==> config.mk <==
export PLATFORM = sky130hd
export DESIGN_NAME = resetpoly_ctrl
export DESIGN_NICKNAME = d
export VERILOG_FILES = /design/src/rtl/resetpoly_ctrl_pkg.sv /design/src/rtl/resetpoly_ctrl_rr_arb2.sv /design/src/rtl/resetpoly_ctrl.sv
export SDC_FILE = /design/constraint.sdc
export NUM_CORES = 1
export LEC_CHECK = 0
export BUFFER_PORTS_ARGS = -buffer_cell sky130_fd_sc_hd__buf_2
export CELL_PAD_IN_SITES_DETAIL_PLACEMENT = 1
export CELL_PAD_IN_SITES_GLOBAL_PLACEMENT = 1
export CORE_UTILIZATION = 29
export CTS_CLUSTER_SIZE = 40
export DETAILED_ROUTE_END_ITERATION = 10
export PLACE_DENSITY_LB_ADDON = 0.1
export SLEW_MARGIN = 40
export SYNTH_ARGS = -nofsm -noshare
export SYNTH_HDL_FRONTEND = slang
export SYNTH_SLANG_ARGS = --single-unit
==> constraint.sdc <==
create_clock -name clk -period 3.5 [get_ports clk]
set_input_delay 0.35 -clock clk [delete_from_list [all_inputs] [get_ports clk]]
set_output_delay 0.35 -clock clk [all_outputs]
set_load 0.05 [all_outputs]
==> src/rtl/resetpoly_ctrl_pkg.sv <==
// ---------------------------------------------------------------------------
// resetpoly_ctrl_pkg
// Shared definitions for the polynomial clear controller:
//   - default coefficient count and index width
//   - FSM state enumeration
//   - grant vector type
//   - datapath control vector (R1/R4/R6/R7/R9) and its per-state encodings
// ---------------------------------------------------------------------------
package resetpoly_ctrl_pkg;

  localparam int N_COEF_DEF = 757;
  localparam int AW_DEF     = 11;
  localparam int N_COEF_MAX = 2048;

  typedef enum logic [1:0] {
    ST_IDLE  = 2'd0,
    ST_CLEAR = 2'd1,
    ST_FLUSH = 2'd2,
    ST_DONE  = 2'd3
  } state_e;

  // One-hot grant, bit n serves req[n]; all-zero means nobody is served.
  typedef logic [1:0] grant_t;

  // Datapath control vector:
  //   r7/r1 : index   (r7 holds, else r1 ? i+1 : 0)
  //   r9/r4 : address (r9 holds, else r4 ? i   : 0)
  //   r6    : write enable for the next cycle
  typedef struct packed {
    logic r1;
    logic r4;
    logic r6;
    logic r7;
    logic r9;
  } ctrl_t;

  localparam ctrl_t CTRL_IDLE  = '{r1: 1'b0, r4: 1'b0, r6: 1'b0, r7: 1'b0, r9: 1'b0};
  // Count i up, copy i into addr one cycle later, write every cycle.
  localparam ctrl_t CTRL_CLEAR = '{r1: 1'b1, r4: 1'b1, r6: 1'b1, r7: 1'b0, r9: 1'b0};
  // Freeze i and addr so the last write (addr N_COEF-1) lands, then stop writing.
  localparam ctrl_t CTRL_FLUSH = '{r1: 1'b0, r4: 1'b0, r6: 1'b0, r7: 1'b1, r9: 1'b1};
  // Zeroing here returns the datapath to i=0, addr=0 on the way back to idle.
  localparam ctrl_t CTRL_DONE  = '{r1: 1'b0, r4: 1'b0, r6: 1'b0, r7: 1'b0, r9: 1'b0};

  function automatic ctrl_t ctrl_for(input state_e st);
    ctrl_t c;
    case (st)
      ST_IDLE:  c = CTRL_IDLE;
      ST_CLEAR: c = CTRL_CLEAR;
      ST_FLUSH: c = CTRL_FLUSH;
      ST_DONE:  c = CTRL_DONE;
      default:  c = CTRL_IDLE;
    endcase
    return c;
  endfunction

endpackage

==> src/rtl/resetpoly_ctrl_rr_arb2.sv <==
// ---------------------------------------------------------------------------
// rr_arb2
// Two-requester round-robin arbiter.
//   clk   : clock
//   rst_n : asynchronous active-low reset
//   req   : request bits, one per requester
//   en    : accept the current grant (updates the last-served pointer)
//   gnt   : combinational one-hot grant for the current requests
// With both requests high the requester not served last wins; a lone
// request always wins. After reset req[1] counts as last served, so req[0]
// wins the first contested arbitration.
// ---------------------------------------------------------------------------
module rr_arb2
  import resetpoly_ctrl_pkg::*;
(
  input  logic       clk,
  input  logic       rst_n,
  input  logic [1:0] req,
  input  logic       en,
  output logic [1:0] gnt
);

  // 1 means req[1] was served last.
  logic   last_q;
  grant_t gnt_c;

  always_comb begin
    gnt_c = 2'b00;
    case (req)
      2'b01:   gnt_c = 2'b01;
      2'b10:   gnt_c = 2'b10;
      2'b11:   gnt_c = last_q ? 2'b01 : 2'b10;
      default: gnt_c = 2'b00;
    endcase
  end

  always_ff @(posedge clk or negedge rst_n) begin
    if (!rst_n) begin
      last_q <= 1'b1;
    end else if (en && (gnt_c != 2'b00)) begin
      last_q <= gnt_c[1];
    end
  end

  assign gnt = gnt_c;

endmodule

==> src/rtl/resetpoly_ctrl.sv <==
// ---------------------------------------------------------------------------
// resetpoly_ctrl
// Controller that clears N_COEF polynomial coefficients for one of two
// owners. The external datapath holds index i and address addr and obeys
// the R* controls; this block only sequences it.
//   clk      : clock, rising edge
//   rst_n    : asynchronous active-low reset
//   req[1:0] : level clear requests, held until done
//   i_fb     : current datapath index
//   R1,R4,R6,R7,R9 : datapath controls (see resetpoly_ctrl_pkg::ctrl_t)
//   gnt[1:0] : one-hot grant of the owner being cleared, 0 when idle
//   bank_sel : memory bank of the served owner (0 = req[0], 1 = req[1])
//   busy     : high outside IDLE
//   done     : one-cycle completion pulse
// Sequence: IDLE -> CLEAR (N_COEF cycles) -> FLUSH -> DONE -> IDLE.
// Writes trail i by one cycle, so the last address is written in FLUSH.
// ---------------------------------------------------------------------------
module resetpoly_ctrl
  import resetpoly_ctrl_pkg::*;
#(
  parameter int N_COEF = N_COEF_DEF,
  parameter int AW     = AW_DEF
) (
  input  logic          clk,
  input  logic          rst_n,
  input  logic [1:0]    req,
  input  logic [AW-1:0] i_fb,
  output logic          R1,
  output logic          R4,
  output logic          R6,
  output logic          R7,
  output logic          R9,
  output logic [1:0]    gnt,
  output logic          bank_sel,
  output logic          busy,
  output logic          done
);

  if ((N_COEF < 1) || (N_COEF > N_COEF_MAX)) begin : g_bad_ncoef
    $error("resetpoly_ctrl: N_COEF must be within 1..2048");
  end
  if ((N_COEF - 1) >= (1 << AW)) begin : g_bad_aw
    $error("resetpoly_ctrl: AW too narrow for N_COEF-1");
  end

  localparam logic [AW-1:0] LAST_IDX = AW'(N_COEF - 1);

  state_e state_q, state_d;
  grant_t gnt_q, gnt_d;
  grant_t arb_gnt;
  logic   arb_en;
  ctrl_t  ctrl;

  rr_arb2 u_arb (
    .clk   (clk),
    .rst_n (rst_n),
    .req   (req),
    .en    (arb_en),
    .gnt   (arb_gnt)
  );

  always_ff @(posedge clk or negedge rst_n) begin
    if (!rst_n) begin
      state_q <= ST_IDLE;
      gnt_q   <= 2'b00;
    end else begin
      state_q <= state_d;
      gnt_q   <= gnt_d;
    end
  end

  always_comb begin
    state_d = state_q;
    gnt_d   = gnt_q;
    arb_en  = 1'b0;
    ctrl    = ctrl_for(state_q);
    busy    = (state_q != ST_IDLE);
    done    = (state_q == ST_DONE);

    case (state_q)
      ST_IDLE: begin
        // The grant is frozen here and kept until the clear finishes, so a
        // requester dropping out mid-clear has no effect on the sequence.
        if (|req) begin
          arb_en  = 1'b1;
          gnt_d   = arb_gnt;
          state_d = ST_CLEAR;
        end
      end
      ST_CLEAR: begin
        if (i_fb == LAST_IDX) begin
          state_d = ST_FLUSH;
        end
      end
      ST_FLUSH: begin
        state_d = ST_DONE;
      end
      ST_DONE: begin
        state_d = ST_IDLE;
        gnt_d   = 2'b00;
      end
      default: begin
        state_d = ST_IDLE;
        gnt_d   = 2'b00;
      end
    endcase
  end

  assign R1       = ctrl.r1;
  assign R4       = ctrl.r4;
  assign R6       = ctrl.r6;
  assign R7       = ctrl.r7;
  assign R9       = ctrl.r9;
  assign gnt      = gnt_q;
  assign bank_sel = gnt_q[1];

endmodule
[Word-level counts from Yosys, hierarchy flattened]
Cells that the tools add are included.
Cells by class
  reductions and logical operators: 9
  muxes and demuxes: 10
  equal/unequal tests: 9
Operators by type and width (count)
  5-bit one-hot mux with 3 select lines: 1
  11-bit by 10-bit equality test with 1-bit output (second input constant): 1
  2-bit equality test (second input constant): 4
  2-bit two-way mux: 4
  2-bit one-hot mux with 4 select lines: 1
  2-bit one-hot mux with 3 select lines: 1
  2-bit nonzero test: 3
  2-bit by 1-bit equality test with 1-bit output (second input constant): 2
  2-bit inequality test (second input constant): 2
  2-bit one-hot mux with 2 select lines: 1
  2-bit AND reduction: 2
  2-bit OR reduction: 2
  2-bit logical NOT: 1
  1-bit two-way mux: 2
  1-bit logical AND: 1
Storage, ports and cells
  bits in registers: 5
  word-level logic and storage cells: 31
  output and inout bits: 10
  bits of input ports: 15

[Longest topological paths before layout]
Gate-level depths: netlist of run 1.
  depth in word-level cells: 4
  depth in mapped cells: 7
  gate-level depth less buffers: 6

[Modules after synthesis]
A second synthesis of run 1 with hierarchy kept.
Second synthesis, totals
  cells, all modules: 48
  area, all modules: 430.4 um2
Modules (own cells, without submodules)
  resetpoly_ctrl: times used 1, seq. area each 100.1 um2, cells an instance 42, area each 374.1 um2
  rr_arb2: times used 1, seq. area each 26.3 um2, cells an instance 6, area each 56.3 um2

[Worst setup path before layout of run 1]
OpenSTA, ideal clock, no wires.
  kind: register -> register
  start point: register state_q[1]
  end point: register state_q[1]
  period minus slack after synthesis: 1847 ps
  path buffers: 1
  data required time: 3380 ps
  stages on the path, launching flop included: 7
  setup slack: 1653 ps
  setup time: 120 ps
  data arrival time: 1728 ps
  path through: dfrtp_1 > inv_1 > ha_1 > clkbuf_1 > inv_1 > or3_1 > a31o_1
Between the ends
  cells in the longest elaborated chain, start to end: 3
  elaborated cells on any way between the ends: 8
  classes of those cells: 5 x eq/ne; 1 x mux; 2 x reduce/logical
RTL lines
  start, declared: RTL line resetpoly_ctrl.sv:48  | state_e state_q, state_d;
  start signal, assigned: RTL line resetpoly_ctrl.sv:67  | state_q <= state_d;
  2-bit by 1-bit equality test with 1-bit output / 2-bit logical NOT (equally long branches): RTL line resetpoly_ctrl.sv:80  | case (state_q)
  2-bit inequality test (no line)
  2-bit AND reduction (no line)
Several ways; a longest one is shown, not always the timed one.
A chain may end at the register's enable or synchronous reset.

[Worst setup path in the final report of run 1]
  start point: register state_q[0]
  end point: output busy
Between the ends
  cells in the longest elaborated chain, start to end: 1
RTL lines
  2-bit nonzero test: RTL line resetpoly_ctrl.sv:77  | busy = (state_q != ST_IDLE);
  end, declared: RTL line resetpoly_ctrl.sv:35  | output logic busy,
No other way between the ends.

==> metrics.txt, run 1 <==
outcome=finished clean; CTS sink count=5; Worst Hold Class=primary input to register; GRT Resource Usage Total=15.6%; Slew @ Worst Pin=0.271 ns; initial core utilization=33.0%; period utilization=50.6%; die area=1500 um^2; total grt overflow=0; unrepaired setup endpoints after global routing=false; I/O pin total=25; Iteration-0 DRC Markers=0; Hold Slack=0.294 ns; required time worst endpoint=3.15 ns; Avg Inst Size Synth=between 9 and 10 um^2; std cell rows=12; die height=38.8 um; Slowest cell on crit path=dfrtp_1; Final Setup Violations=0; ranking of synthesized cells by area=dfrtp_1 26%, ha_1 16%, buf_4 7.7%; port bufs=24; Root Buffer Master=clkbuf_4; Routed Antenna Nets=0; relative slew slack=81.9%; post-route DRC violation count=0; Synth Register Bits=5; Net Count, Synth=60; worst path arrival time=1.42 ns; wire per inst=11.2 um; setup TNS=0 ns; CP Launch Type=register; synth unique cells=22; number of cells on the critical path=4; Max FO, Critical Path=8; largest area contributor in the netlist=dfrtp_1; H-tree levels=1; Synth Cell Area=approximately 390 um^2; routed vias/inst=4.87; Setup Skew=0.00236 ns; crit path cell chain=inv_1 > ha_1 > inv_1 > buf_2; Fmax achieved=0.564 GHz; CP delay by family, top=buffers and inverters; initial antenna violation count=0; Clock Pin Slew Worst Setup and Hold Paths=about 0.04 ns; Synth top area share=between 20% and 30%; Post-Route WL=870 um; Antenna Cells=0; Slew Viols, Final=0; clock tree from TritonCTS=yes; postcts setup bufs=0; via count=380; asr flop ratio synth=100%; CP endpoint kind=primary output; drt first pass iters=1; share of cells above drive strength 1=46.9%; Max-cap violations=0; power per cell area=about 1100 nW/um^2; CTS Buf Count=3; core region area=1190 um^2; total power draw=603 uW; Resized Gates After CTS=0; Syn Inst Count=40; Final Hold Viols=0; P_leak=0.278 nW; Worst path max stage delay=between 0.4 and 0.5 ns; clock latency on the worst-skew pair=0.26 ns; GP Congestion=0.678; DPL Wire Length=between 600 and 700 um; WP buf/inv=3; largest net degree at the start of global routing=9; EDFF count, synth=0; register area share after synthesis=32.3%; vias in the first global route=336; crit-path most repeated cell=inv_1; first-pass GRT wire length=between 1000 and 1500 um; worst reg2reg path depth=5; Area growth, synth to finish=35.8%; Tmin final=~1.8 ns; die width=38.8 um; yosys warns=0; deepest clock path buffer count=2; top_reg_cell synth=dfrtp_1; Hold Path Stages=2; Max VDD drop=0.372 mV; nets=85; Setup CP Type=register to primary output
timing repair:
action | in CTS | in global routing
setup endpoints to repair | 0 | 0
hold buffers | 1 | 0
hold endpoints to repair | 4 | 0
per-layer routing:
metal | global-route usage [%] | vias up | part of all wire, %
li1 | - | 185 | -
met1 | 14.8 | 171 | 41
met2 | 22.9 | 20 | 44
met3 | 8.67 | 4 | 10
met4 | 15.5 | 0 | 4.8
met5 | 0 | - | 0
per-stage QoR:
stage	util, %	instance area [um^2]	worst slack, ns	instances
after floorplan	-	392	1.65	40
after global placement	41.8	495	1.82	73
after detailed placement	41.8	495	1.79	73
after CTS	44.8	532	1.70	78
after global routing	44.8	532	1.65	78
final	44.8	532	1.73	78
path summary, 6_finish.rpt:
check                                         startpoint                       end  slack, ns
worst min-delay path                              req[0]  u_arb.last_q$_DFFE_PN1P_       0.29
worst max register to register    state_q[1]$_DFFE_PN0P_    state_q[1]$_DFFE_PN0P_       1.85
worst min register to register  u_arb.last_q$_DFFE_PN1P_  u_arb.last_q$_DFFE_PN1P_       0.52
worst max-delay path              state_q[0]$_DFFE_PN0P_                      busy       1.73
max in group asynchronous                          rst_n  u_arb.last_q$_DFFE_PN1P_       2.84
min in group asynchronous                          rst_n    state_q[1]$_DFFE_PN0P_       0.44
Yosys cell counts, types with 2 or more instances:
master,n
dfrtp_1,4
nor2_1,2
buf_4,4
inv_1,5
ha_1,5
a21oi_1,4
sequential cells by signal (all words and copies together), names as in the netlist:
signal and cells:
gnt 2, state_q 2, u_arb.last_q 1
placed cells by master, fill, tap and decap left out:
cell type      synthesis  layout
a21oi_1                4       4
nor2_1                 2       2
clkbuf_4               0       3
inv_1                  5       5
dfrtp_1                4       4
nand4b_1               1       1
ha_1                   5       5
dfstp_2                1       1
a22o_1                 1       1
buf_2                  0      24
a31oi_1                1       1
clkbuf_1               1       1
o21ai_0                1       1
o31ai_4                1       1
o22ai_1                1       1
nand3_1                1       1
nand2b_1               1       1
dlygate4sd3_1          0       1
o2bb2ai_1              1       1
a31o_1                 1       1
or3_1                  1       1
or4b_4                 1       1
nand3b_1               1       1
mux2i_1                1       1
cell type report:
| cell class | count | area [um^2] |
|---|---|---|
| Inverter | 5 | 18.8 |
| Timing Repair Buffer | 25 | 130 |
| Clock buffer | 4 | 26.3 |
| Fill cell | 148 | 654 |
| Multi-Input combinational cell | 25 | 213 |
| Tap cell | 14 | 17.5 |
| Sequential cell | 5 | 126 |
logic make-up after synthesis:
kind of cell / synth area share, %
flops: 32.3
compound gates: 21.7
simple gates: 14.1
buf+inv: 13.4
mux: 2.56
fa+ha+maj: 16.0
report_power, final:
group,internal [mW],switching (mW),total (mW)
clock,0.0433,0.0275,0.0708
sequential,0.0901,0.0224,0.112
combinational,0.116,0.304,0.420
total,0.249,0.354,0.603
Power figures use the tool's default switching activity.
==> run 2, diff against run 1 <==
CORE_UTILIZATION = 25   (was 29)
clock period = 1.6 ns   (was 3.5 ns; I/O delays follow)
==> run 2 against run 1 <==
- final cell count is 5.1% higher
- wire length rose by 4.8%
- global-route usage fell by 4.1 points
- largest cell class unchanged
- utilization down 4.3 points
- total power is 130% higher
- highest routed layer is now met3
- critical path type is now register to register
- via count grew 4.5%
==> metrics.txt, run 2 (synthesis gave the netlist of run 1 again) <==
outcome=finished clean (unchanged); CP Launch Type=register (unchanged); nets=88 (was 85); Sequential Power Share=16.9% (was 18.6%); Slew Viols, Final=0 (unchanged); Place WS=0.0991 ns (was 1.79 ns); power per cell area=2480 nW/um^2 (was 1130 nW/um^2); Pint=599 uW (was 249 uW); die height=41.6 um (was 38.8 um); via count=397 (was 380); wire per inst=11.1 um (was 11.2 um); Final Setup Violations=0 (unchanged); Tmin final=1.47 ns; vias in the first global route=381 (was 336); met2 global-route usage=17.8% (was 22.9%); Setup WS post-layout=0.128 ns (was 1.73 ns); die width=41.6 um (was 38.8 um); post-route DRC violation count=0 (unchanged); worst path arrival time=1.58 ns (was 1.42 ns); port bufs=24 (unchanged); Iteration-0 DRC Markers=6 (was 0); drt first pass iters=4 (was 1); share of cells above drive strength 1=52.2% (was 46.9%); clock power share=10.4% (was 11.7%); I/O pin total=25 (unchanged); most frequent cells in the layout=24 x buf_2, 4 x inv_1, 4 x a21oi_1, 4 x ha_1, 4 x dfrtp_1 (was 24 x buf_2, 5 x inv_1, 5 x ha_1); Fmax achieved=0.679 GHz; required time worst endpoint=1.71 ns (was 3.15 ns); DPL Wire Length=792 um (was 682 um); total grt overflow=0 (unchanged); H-tree levels=1 (unchanged); Post-Route WL=912 um (was 870 um); most common cell after layout, fill and taps aside=buf_2 (unchanged); GRT Resource Usage Total=11.5% (was 15.6%); combinational share of power=72.7% (was 69.6%); Sw Pwr=789 uW (was 354 uW); Max-cap violations=0 (unchanged); Setup Skew=0.00195 ns (was 0.00236 ns); Area growth, synth to finish=43.1% (was 35.8%); GP Congestion=0.727 (was 0.678); Root Buffer Master=clkbuf_4 (unchanged); clock latency on the worst-skew pair=0.24 ns (was 0.26 ns); Resized Gates After CTS=0 (unchanged); Clock Pin Slew Worst Setup and Hold Paths=0.04 ns (about the same); P_leak=0.291 nW (was 0.278 nW); Sw Ratio=56.8% (was 58.7%); Max FO, Critical Path=4 (was 8); std cell rows=13 (was 12); unrepaired setup endpoints after global routing=false (unchanged); Routed Antenna Nets=0 (unchanged); grt met1 use=14.5% (was 14.8%); core region area=1380 um^2 (was 1190 um^2); Setup CP Type=register to register (was register to primary output); Final Hold Viols=0 (unchanged); CP endpoint kind=register (was primary output); Worst Hold Class=primary input to register (unchanged); relative slew slack=83.7% (was 81.9%); Max VDD drop=0.568 mV (was 0.372 mV); largest net degree at the start of global routing=8 (was 9); Antenna Cells=0 (unchanged); die area=1730 um^2 (was 1500 um^2); CTS sink count=5 (unchanged); grt met3 use=4.35% (was 8.67%); deepest clock path buffer count=2 (unchanged); period utilization=92.0%; Hold Slack=0.116 ns (was 0.294 ns); Slew @ Worst Pin=0.244 ns (was 0.271 ns); first-pass GRT wire length=1550 um (was 1370 um); CTS Buf Count=3 (unchanged); initial antenna violation count=0 (unchanged); GRT busiest layer=met2 (unchanged); routed vias/inst=4.84 (was 4.87); initial core utilization=28.3% (was 33.0%); setup TNS=0 ns (unchanged); clock tree from TritonCTS=yes (unchanged)
run 2: cell count changes in the layout (fill, tap and decap cells not counted), sizes merged:
cell and change:
buf +3
run 2: path summary, 6_finish.rpt:
path	end	depth (start not counted)	slack, ns	start
setup / recovery	state_q[0]$_DFFE_PN0P_	6	0.13	state_q[1]$_DFFE_PN0P_
hold / removal	u_arb.last_q$_DFFE_PN1P_	2	0.12	req[0]
setup reg to reg	state_q[0]$_DFFE_PN0P_	6	0.13	state_q[1]$_DFFE_PN0P_
hold reg to reg	u_arb.last_q$_DFFE_PN1P_	2	0.53	u_arb.last_q$_DFFE_PN1P_
max in group asynchronous	u_arb.last_q$_DFFE_PN1P_	2	1.12	rst_n
min in group asynchronous	state_q[0]$_DFFE_PN0P_	2	0.27	rst_n
run 2: routing by layer:
metal  share of wire (%)  wire (um)  up-vias
met2                  48        438       23
met1                  44        398      182
met5                   0          0        -
met3                 8.2         75        0
met4                   0          0        0
li1                    -          -      192
run 2: stage by stage:
| stage | power, mW | util (%) | area (um^2) | instances |
|---|---|---|---|---|
| after floorplan | 1.08 | - | 398 | 40 |
| final | 1.39 | 40.5 | 561 | 82 |
| after global placement | 1.24 | 37.9 | 524 | 77 |
| after detailed placement | 1.25 | 37.9 | 524 | 77 |
| after CTS | 1.41 | 40.5 | 561 | 82 |
| after global routing | 1.49 | 40.5 | 561 | 82 |
run 2: power by group through the flow:
stage               clock network, mW  registers, mW  logic (mW)
floorplan                           0          0.302       0.777
global placement                    0          0.235        1.01
detailed placement                  0          0.237        1.02
CTS                             0.151          0.235        1.03
global route                    0.163          0.241        1.09
finish                          0.145          0.234        1.01
run 2: layout make-up:
type / instances / area, um^2
Clock buffer: 4 / 26.3
Fill cell: 182 / 822
Inverter: 5 / 21.3
Multi-Input combinational cell: 25 / 215
Sequential cell: 5 / 126
Tap cell: 15 / 18.8
Timing Repair Buffer: 28 / 153
run 2: timing repair:
item                      in CTS  in global routing
hold endpoints to repair       5                  0
setup buffers                  0                  0
hold buffers                   1                  0
run 2: worst max-delay path, stage by stage, from the launching register on:
cell	delay, ns
dfrtp_1	0.40
inv_1	0.09
ha_1	0.22
inv_4	0.04
or3_1	0.38
a21oi_1	0.17
a21oi_1	0.06
